$ cat src/rtl/tx_engine_pkg.sv
// -----------------------------------------------------------------------------
// tx_engine_pkg
// Definitions shared by both ends of the UART link (Tx and Rx engines):
//   FRAME_BITS  - bit times per frame (start + data + parity + stop fill)
//   K_W         - width of the baud divisor k
//   BIT_CNT_W   - width of the per-frame bit counter
//   uart_state_e- IDLE/SEND state encoding
//   build_frame - assembles the 11-bit frame, bit 0 goes on the line first
// -----------------------------------------------------------------------------
package tx_engine_pkg;

  localparam int unsigned FRAME_BITS = 11;
  localparam int unsigned K_W        = 19;
  localparam int unsigned BIT_CNT_W  = $clog2(FRAME_BITS);

  typedef enum logic {
    ST_IDLE = 1'b0,
    ST_SEND = 1'b1
  } uart_state_e;

  // Start bit at position 0, data LSB first, optional parity directly after the
  // last data bit, and every remaining position left at 1 so the stop-bit count
  // falls out of the format automatically (8P:1, 8N/7P:2, 7N:3).
  function automatic logic [FRAME_BITS-1:0] build_frame(
    input logic [7:0] data,
    input logic       eight,
    input logic       p_en,
    input logic       ohel
  );
    logic [FRAME_BITS-1:0] f;
    logic                  par;
    f    = '1;
    f[0] = 1'b0;
    if (eight) begin
      f[8:1] = data;
      par    = ^data;
    end else begin
      f[7:1] = data[6:0];
      par    = ^data[6:0];
    end
    // ohel=1 (odd) inverts the even-parity bit
    if (p_en) begin
      if (eight) f[9] = par ^ ohel;
      else       f[8] = par ^ ohel;
    end
    return f;
  endfunction

endpackage

$ cat src/rtl/tx_engine_bit_timer.sv
// -----------------------------------------------------------------------------
// tx_bit_timer
// Bit-time generator for the Tx engine. Counts 0..max(k,1)-1 while run is high
// and pulses btu on the terminal count; held at zero while run is low.
// Ports:
//   clk  in        system clock
//   rst  in        asynchronous active-low reset
//   k    in  K_W   clocks per bit time (0 behaves as 1)
//   run  in        count enable; counter clears when low
//   btu  out       one-cycle pulse at the end of each bit time
// -----------------------------------------------------------------------------
module tx_bit_timer
  import tx_engine_pkg::*;
(
  input  logic           clk,
  input  logic           rst,
  input  logic [K_W-1:0] k,
  input  logic           run,
  output logic           btu
);

  logic [K_W-1:0] k_eff;
  logic [K_W-1:0] cnt_q;
  logic [K_W-1:0] cnt_d;

  assign k_eff = (k == '0) ? K_W'(1) : k;

  // >= rather than == so a k lowered mid-frame never lets the counter run
  // past the new terminal count and wrap.
  assign btu = run && (cnt_q >= (k_eff - K_W'(1)));

  always_comb begin
    cnt_d = cnt_q + K_W'(1);
    if (!run || btu) cnt_d = '0;
  end

  always_ff @(posedge clk or negedge rst) begin
    if (!rst) cnt_q <= '0;
    else      cnt_q <= cnt_d;
  end

endmodule

$ cat src/rtl/tx_engine.sv
// -----------------------------------------------------------------------------
// tx_engine
// UART transmit engine. On an accepted load the byte is framed (start, 7/8 data
// bits LSB first, optional parity, stop fill to 11 bits) and shifted out on tx,
// each bit lasting max(k,1) clocks.
// Ports:
//   clk      in        system clock
//   rst      in        asynchronous active-low reset
//   k        in  K_W   clocks per bit time (0 behaves as 1)
//   eight    in        1 = 8 data bits, 0 = 7 data bits
//   p_en     in        parity bit enable
//   ohel     in        parity sense, 0 = even, 1 = odd
//   load     in        send request, honored only while tx_rdy = 1
//   data     in  8     byte to transmit
//   tx       out       serial line, idle high, registered
//   tx_rdy   out       engine idle
//   tx_done  out       one-cycle pulse at end of frame
// -----------------------------------------------------------------------------
module tx_engine
  import tx_engine_pkg::*;
(
  input  logic           clk,
  input  logic           rst,
  input  logic [K_W-1:0] k,
  input  logic           eight,
  input  logic           p_en,
  input  logic           ohel,
  input  logic           load,
  input  logic [7:0]     data,
  output logic           tx,
  output logic           tx_rdy,
  output logic           tx_done
);

  uart_state_e            state_q, state_d;
  logic [FRAME_BITS-1:0]  sr_q, sr_d;
  logic [BIT_CNT_W-1:0]   bit_cnt_q, bit_cnt_d;
  logic                   done_q, done_d;
  logic                   btu;
  logic                   last_bit;

  tx_bit_timer u_bit_timer (
    .clk (clk),
    .rst (rst),
    .k   (k),
    .run (state_q == ST_SEND),
    .btu (btu)
  );

  assign last_bit = (bit_cnt_q == BIT_CNT_W'(FRAME_BITS - 1));

  // State register
  always_ff @(posedge clk or negedge rst) begin
    if (!rst) state_q <= ST_IDLE;
    else      state_q <= state_d;
  end

  // Next-state logic
  always_comb begin
    state_d = state_q;
    case (state_q)
      ST_IDLE: if (load)            state_d = ST_SEND;
      ST_SEND: if (btu && last_bit) state_d = ST_IDLE;
      default:                      state_d = ST_IDLE;
    endcase
  end

  // Frame datapath: the shift register fills with 1s as it empties, so it is
  // all-ones again when the frame ends and tx idles high without extra muxing.
  always_comb begin
    sr_d      = sr_q;
    bit_cnt_d = bit_cnt_q;
    done_d    = 1'b0;
    if (state_q == ST_IDLE) begin
      if (load) begin
        sr_d      = build_frame(data, eight, p_en, ohel);
        bit_cnt_d = '0;
      end
    end else if (btu) begin
      sr_d      = {1'b1, sr_q[FRAME_BITS-1:1]};
      bit_cnt_d = bit_cnt_q + BIT_CNT_W'(1);
      if (last_bit) begin
        bit_cnt_d = '0;
        done_d    = 1'b1;
      end
    end
  end

  always_ff @(posedge clk or negedge rst) begin
    if (!rst) begin
      sr_q      <= '1;
      bit_cnt_q <= '0;
      done_q    <= 1'b0;
    end else begin
      sr_q      <= sr_d;
      bit_cnt_q <= bit_cnt_d;
      done_q    <= done_d;
    end
  end

  // Outputs
  always_comb begin
    tx      = sr_q[0];
    tx_rdy  = (state_q == ST_IDLE);
    tx_done = done_q;
  end

endmodule

$ cat config.mk
export PLATFORM = sky130hd
export DESIGN_NAME = tx_engine
export DESIGN_NICKNAME = d
export VERILOG_FILES = /design/src/rtl/tx_engine_pkg.sv /design/src/rtl/tx_engine_bit_timer.sv /design/src/rtl/tx_engine.sv
export SDC_FILE = /design/constraint.sdc
export NUM_CORES = 1
export LEC_CHECK = 0
export CORE_ASPECT_RATIO = 0.9
export CORE_MARGIN = 1
export CORE_UTILIZATION = 55
export CTS_BUF_LIST = sky130_fd_sc_hd__clkbuf_16
export DETAILED_ROUTE_END_ITERATION = 8
export PLACE_DENSITY = 0.89
export SLEW_MARGIN = 20
export SYNTH_ARGS = -nofsm -noshare
export SYNTH_HDL_FRONTEND = slang
export SYNTH_SLANG_ARGS = --single-unit
$ cat constraint.sdc
create_clock -name clk -period 3.45 [get_ports clk]
set_input_delay 0.69 -clock clk [delete_from_list [all_inputs] [get_ports clk]]
set_output_delay 0.69 -clock clk [all_outputs]
set_load 0.05 [all_outputs]
==> flow_summary.yaml <==
synthesis:
  synth.net_count: 334
  synth_ff_type: "dfrtp_1"
  synth_top_area_cell: "dfrtp_1"
  ys_seq_elements: 35
  synth_edf_count: 0
  netlist-cell-type-count: 42
  synth.area.top_cells: "dfrtp_1 24%, ha_1 11%, dfstp_2 10%"
  synth_area_um2: 2585
  yosysWarningCount: 0
  synth-async-reset-ratio_pct: 100.0
  avgSynthCellArea_um2: 9.298
  synthCells: 278
  yosysSeqAreaShare_pct: 34.37
  netlist.area_leader.share_pct: 24.20
hold_path:
  min_path_type: "register to register"
power_and_ir_drop:
  p_leak_nw: 1.622
  p_comb_share_pct: 29.0
  p_sw_share_pct: 32.01
  power.switching_uw: 451.8
  power_frac_clock_pct: 30.4
  totalPowerFinal_mw: 1.412
  power_density_nw_per_um2: 380.6
  p_int_uw: 959.8
  sequentialPowerShare_pct: 40.5
  vdd_drop_max_mv: 0.3610
timing:
  post-route-period-util_pct: 130.0
  setup_slack_ns: -1.035
  finClkSkew_ns: 0.005481
  min_period_ns: 4.485
  rsz0062_at_grt: "yes"
  hold_violations: 0
  maxSlewViolCount: 0
  max_freq_mhz: 222.9
  slew_headroom_pct: 49.48
  totalNegativeSetupSlack_ns: -33.22
  tightest_slew_ns: 0.7579
  finalSetupViolCount: 35
finish:
  layout_common_cells: "37 x buf_4, 27 x xnor2_1, 25 x nor2_1, 25 x dfrtp_1, 23 x clkdlybuf4s50_1"
  finalInstanceArea_um2: 3709
  syn_to_final_growth_pct: 43.47
  stdcell_count: 420
  diodes: 0
  drive_gt1_share_pct: 29.33
  nets: 413
  final_common_cell: "buf_4"
  n_fill_cell: 250
worst_setup_path:
  critPathTopFamily: "simple AND/OR/NAND/NOR gates"
  worst_ep_arrival_time_ns: 4.70
  worstSetupStartpointType: "input pin"
  crit_path_max_fanout: 5
  cp_num_buf_inv: 2
  critPathKind: "input pin to register"
  crit_required_ns: 3.66
  crit_slowest_cell: "or4_4"
  end_kind: "register"
  crit_chain: "buf_6 > or4_4 > or3_4 > or4b_4 > or3_4 > nor4_4 > xnor2_1 > ha_2 > or3_4 > o221a_4 > a2111o_1 > buf_4 > or2_4 > o21a_1"
  cpMostUsedCell: "or3_4"
  cp_slowest_stage_delay_ns: 0.53
placed_design:
  hpwlAfterDp_um: 4755
  placed_area_um2: 3257
  place_ws_ns: -1.596
  dp_cells: 400
  gp_congestion: 0.9055
  numPortBuffers: 35
route:
  avgViaCountPerCell: 6.229
  first_pass_iters: 5
  vias: 2616
  drc_errors: 0
  drt-wirelength-per-cell_um: 19.56
  routed_wl_um: 8214
  ant_nets: 0
  initialDrtViolationCount: 205
global_routing:
  grt_usage_pct: 32.94
  grt_pass1_wl_um: 11870
  grt_pass1_vias: 2516
  grt_overflow: 0
  grt_max_degree: 28
  antenna_found_initial: 0
clock_tree:
  postCtsHoldBufs: 0
  insertion_delay_ns: 0.29
  cts.htree.levels: 2
  clock_sinks: 35
  cts_tree: "yes"
  cts.clk_slew.worst_paths_ns: 0.05
  cts.path.max_buffers: 2
  cts_root_buffer: "clkbuf_16"
  cts_buffers: 5
floorplan:
  die_height_um: 67.04
  row_count: 23
  ios: 36
  core_um2: 4489
  initial_utilization_pct: 57.58
  die-area_um2: 4979
  die-width_um: 74.27
status:
  violations: "setup timing"
  outcome: "finished, violations left"
job:
  drv_cap: 0
## power by group through the flow
stage,Sequential (mW),Combinational [mW],Clock [mW]
2_1_floorplan,0.553,0.210,0
3_3_place_gp,0.567,0.336,0
3_5_place_dp,0.572,0.357,0
4_1_cts,0.568,0.364,0.421
5_1_grt,0.580,0.444,0.449
6_report,0.572,0.410,0.429
## repair_timing
action / CTS / global route
gates cloned: 4 / 1
hold endpoints to repair: 0 / 0
resized for setup: 33 / 36
buffers inserted: 4 / 4
pin swaps: 26 / 26
setup endpoints to repair: 35 / 35
## worst paths after layout
kind                       depth (start not counted)  slack, ns      endpoint            startpoint
setup / recovery                                  14      -1.04       sr_q[9]                  k[6]
hold reg to reg                                    2       0.49       sr_q[0]               sr_q[0]
hold / removal                                     2       0.49       sr_q[0]               sr_q[0]
min in group asynchronous                          1       0.69  bit_cnt_q[3]                   rst
setup reg to reg                                   8       0.73       sr_q[9]  u_bit_timer.cnt_q[2]
max in group asynchronous                          2       2.03       sr_q[4]                   rst
## cell type report
| class | count | area, um2 | area share, % |
|---|---|---|---|
| Clock inverter | 3 | 11.26 | 0.3036 |
| Inverter | 8 | 30.03 | 0.8097 |
| Clock buffer | 5 | 125.1 | 3.374 |
| Tap cell | 62 | 77.57 | 2.092 |
| Sequential cell | 35 | 888.4 | 23.95 |
| Timing Repair Buffer | 76 | 709.4 | 19.13 |
| Multi-Input combinational cell | 231 | 1867 | 50.34 |
## worst min-delay path: stages, from the launching register on
cell and delay, ns:
dfstp_2 0.37, nand2_1 0.05, o21ai_1 0.06
## logic make-up after synthesis
group | synth area share (%)
fa+ha+maj | 11.13
mux | 3.485
flops | 34.37
compound gates | 10.84
xor+xnor | 14.23
simple gates | 23.62
buf+inv | 2.323
## sequential cells by signal, indices dropped and copies added, names as in the netlist
signal / count
state_q: 1
u_bit_timer.cnt_q: 19
bit_cnt_q: 4
tx_done: 1
sr_q: 10
## stage by stage
step                utilization (%)  hold WS, ns
finish                        82.61       0.4878
global route                  82.61       0.5162
CTS                           78.93       0.4874
detailed placement            72.55       0.5077
global placement              72.55       0.4791
floorplan                         -       0.3944
## routing by layer
metal | share of wire (%) | global-route usage (%) | vias to the layer above
met5 | 0 | 0 | -
met4 | 4.2 | 12.03 | 0
met3 | 7.0 | 8.623 | 37
met2 | 49 | 55.57 | 137
met1 | 39 | 40.23 | 1276
li1 | - | - | 1166
## synth_stat cells (2+ instances only)
cell type  instances
ha_1              23
o21a_1             3
nor2b_1            7
nand2_1           12
dfstp_2           10
nand2b_1           2
nor2_1            37
nor4b_1            2
and3_1             2
and4_1             4
or2_2              3
mux2i_1            9
clkbuf_1           7
nand4_1            9
nor4_1             5
inv_1              8
a21oi_1           17
a211o_1            2
a211oi_1           8
xnor2_1           27
or3_4              2
nand3_1           10
xor2_1            15
or4_1              3
nor3_1             7
o21ai_0            4
dfrtp_1           25
(Power assumes the default switching activity.)
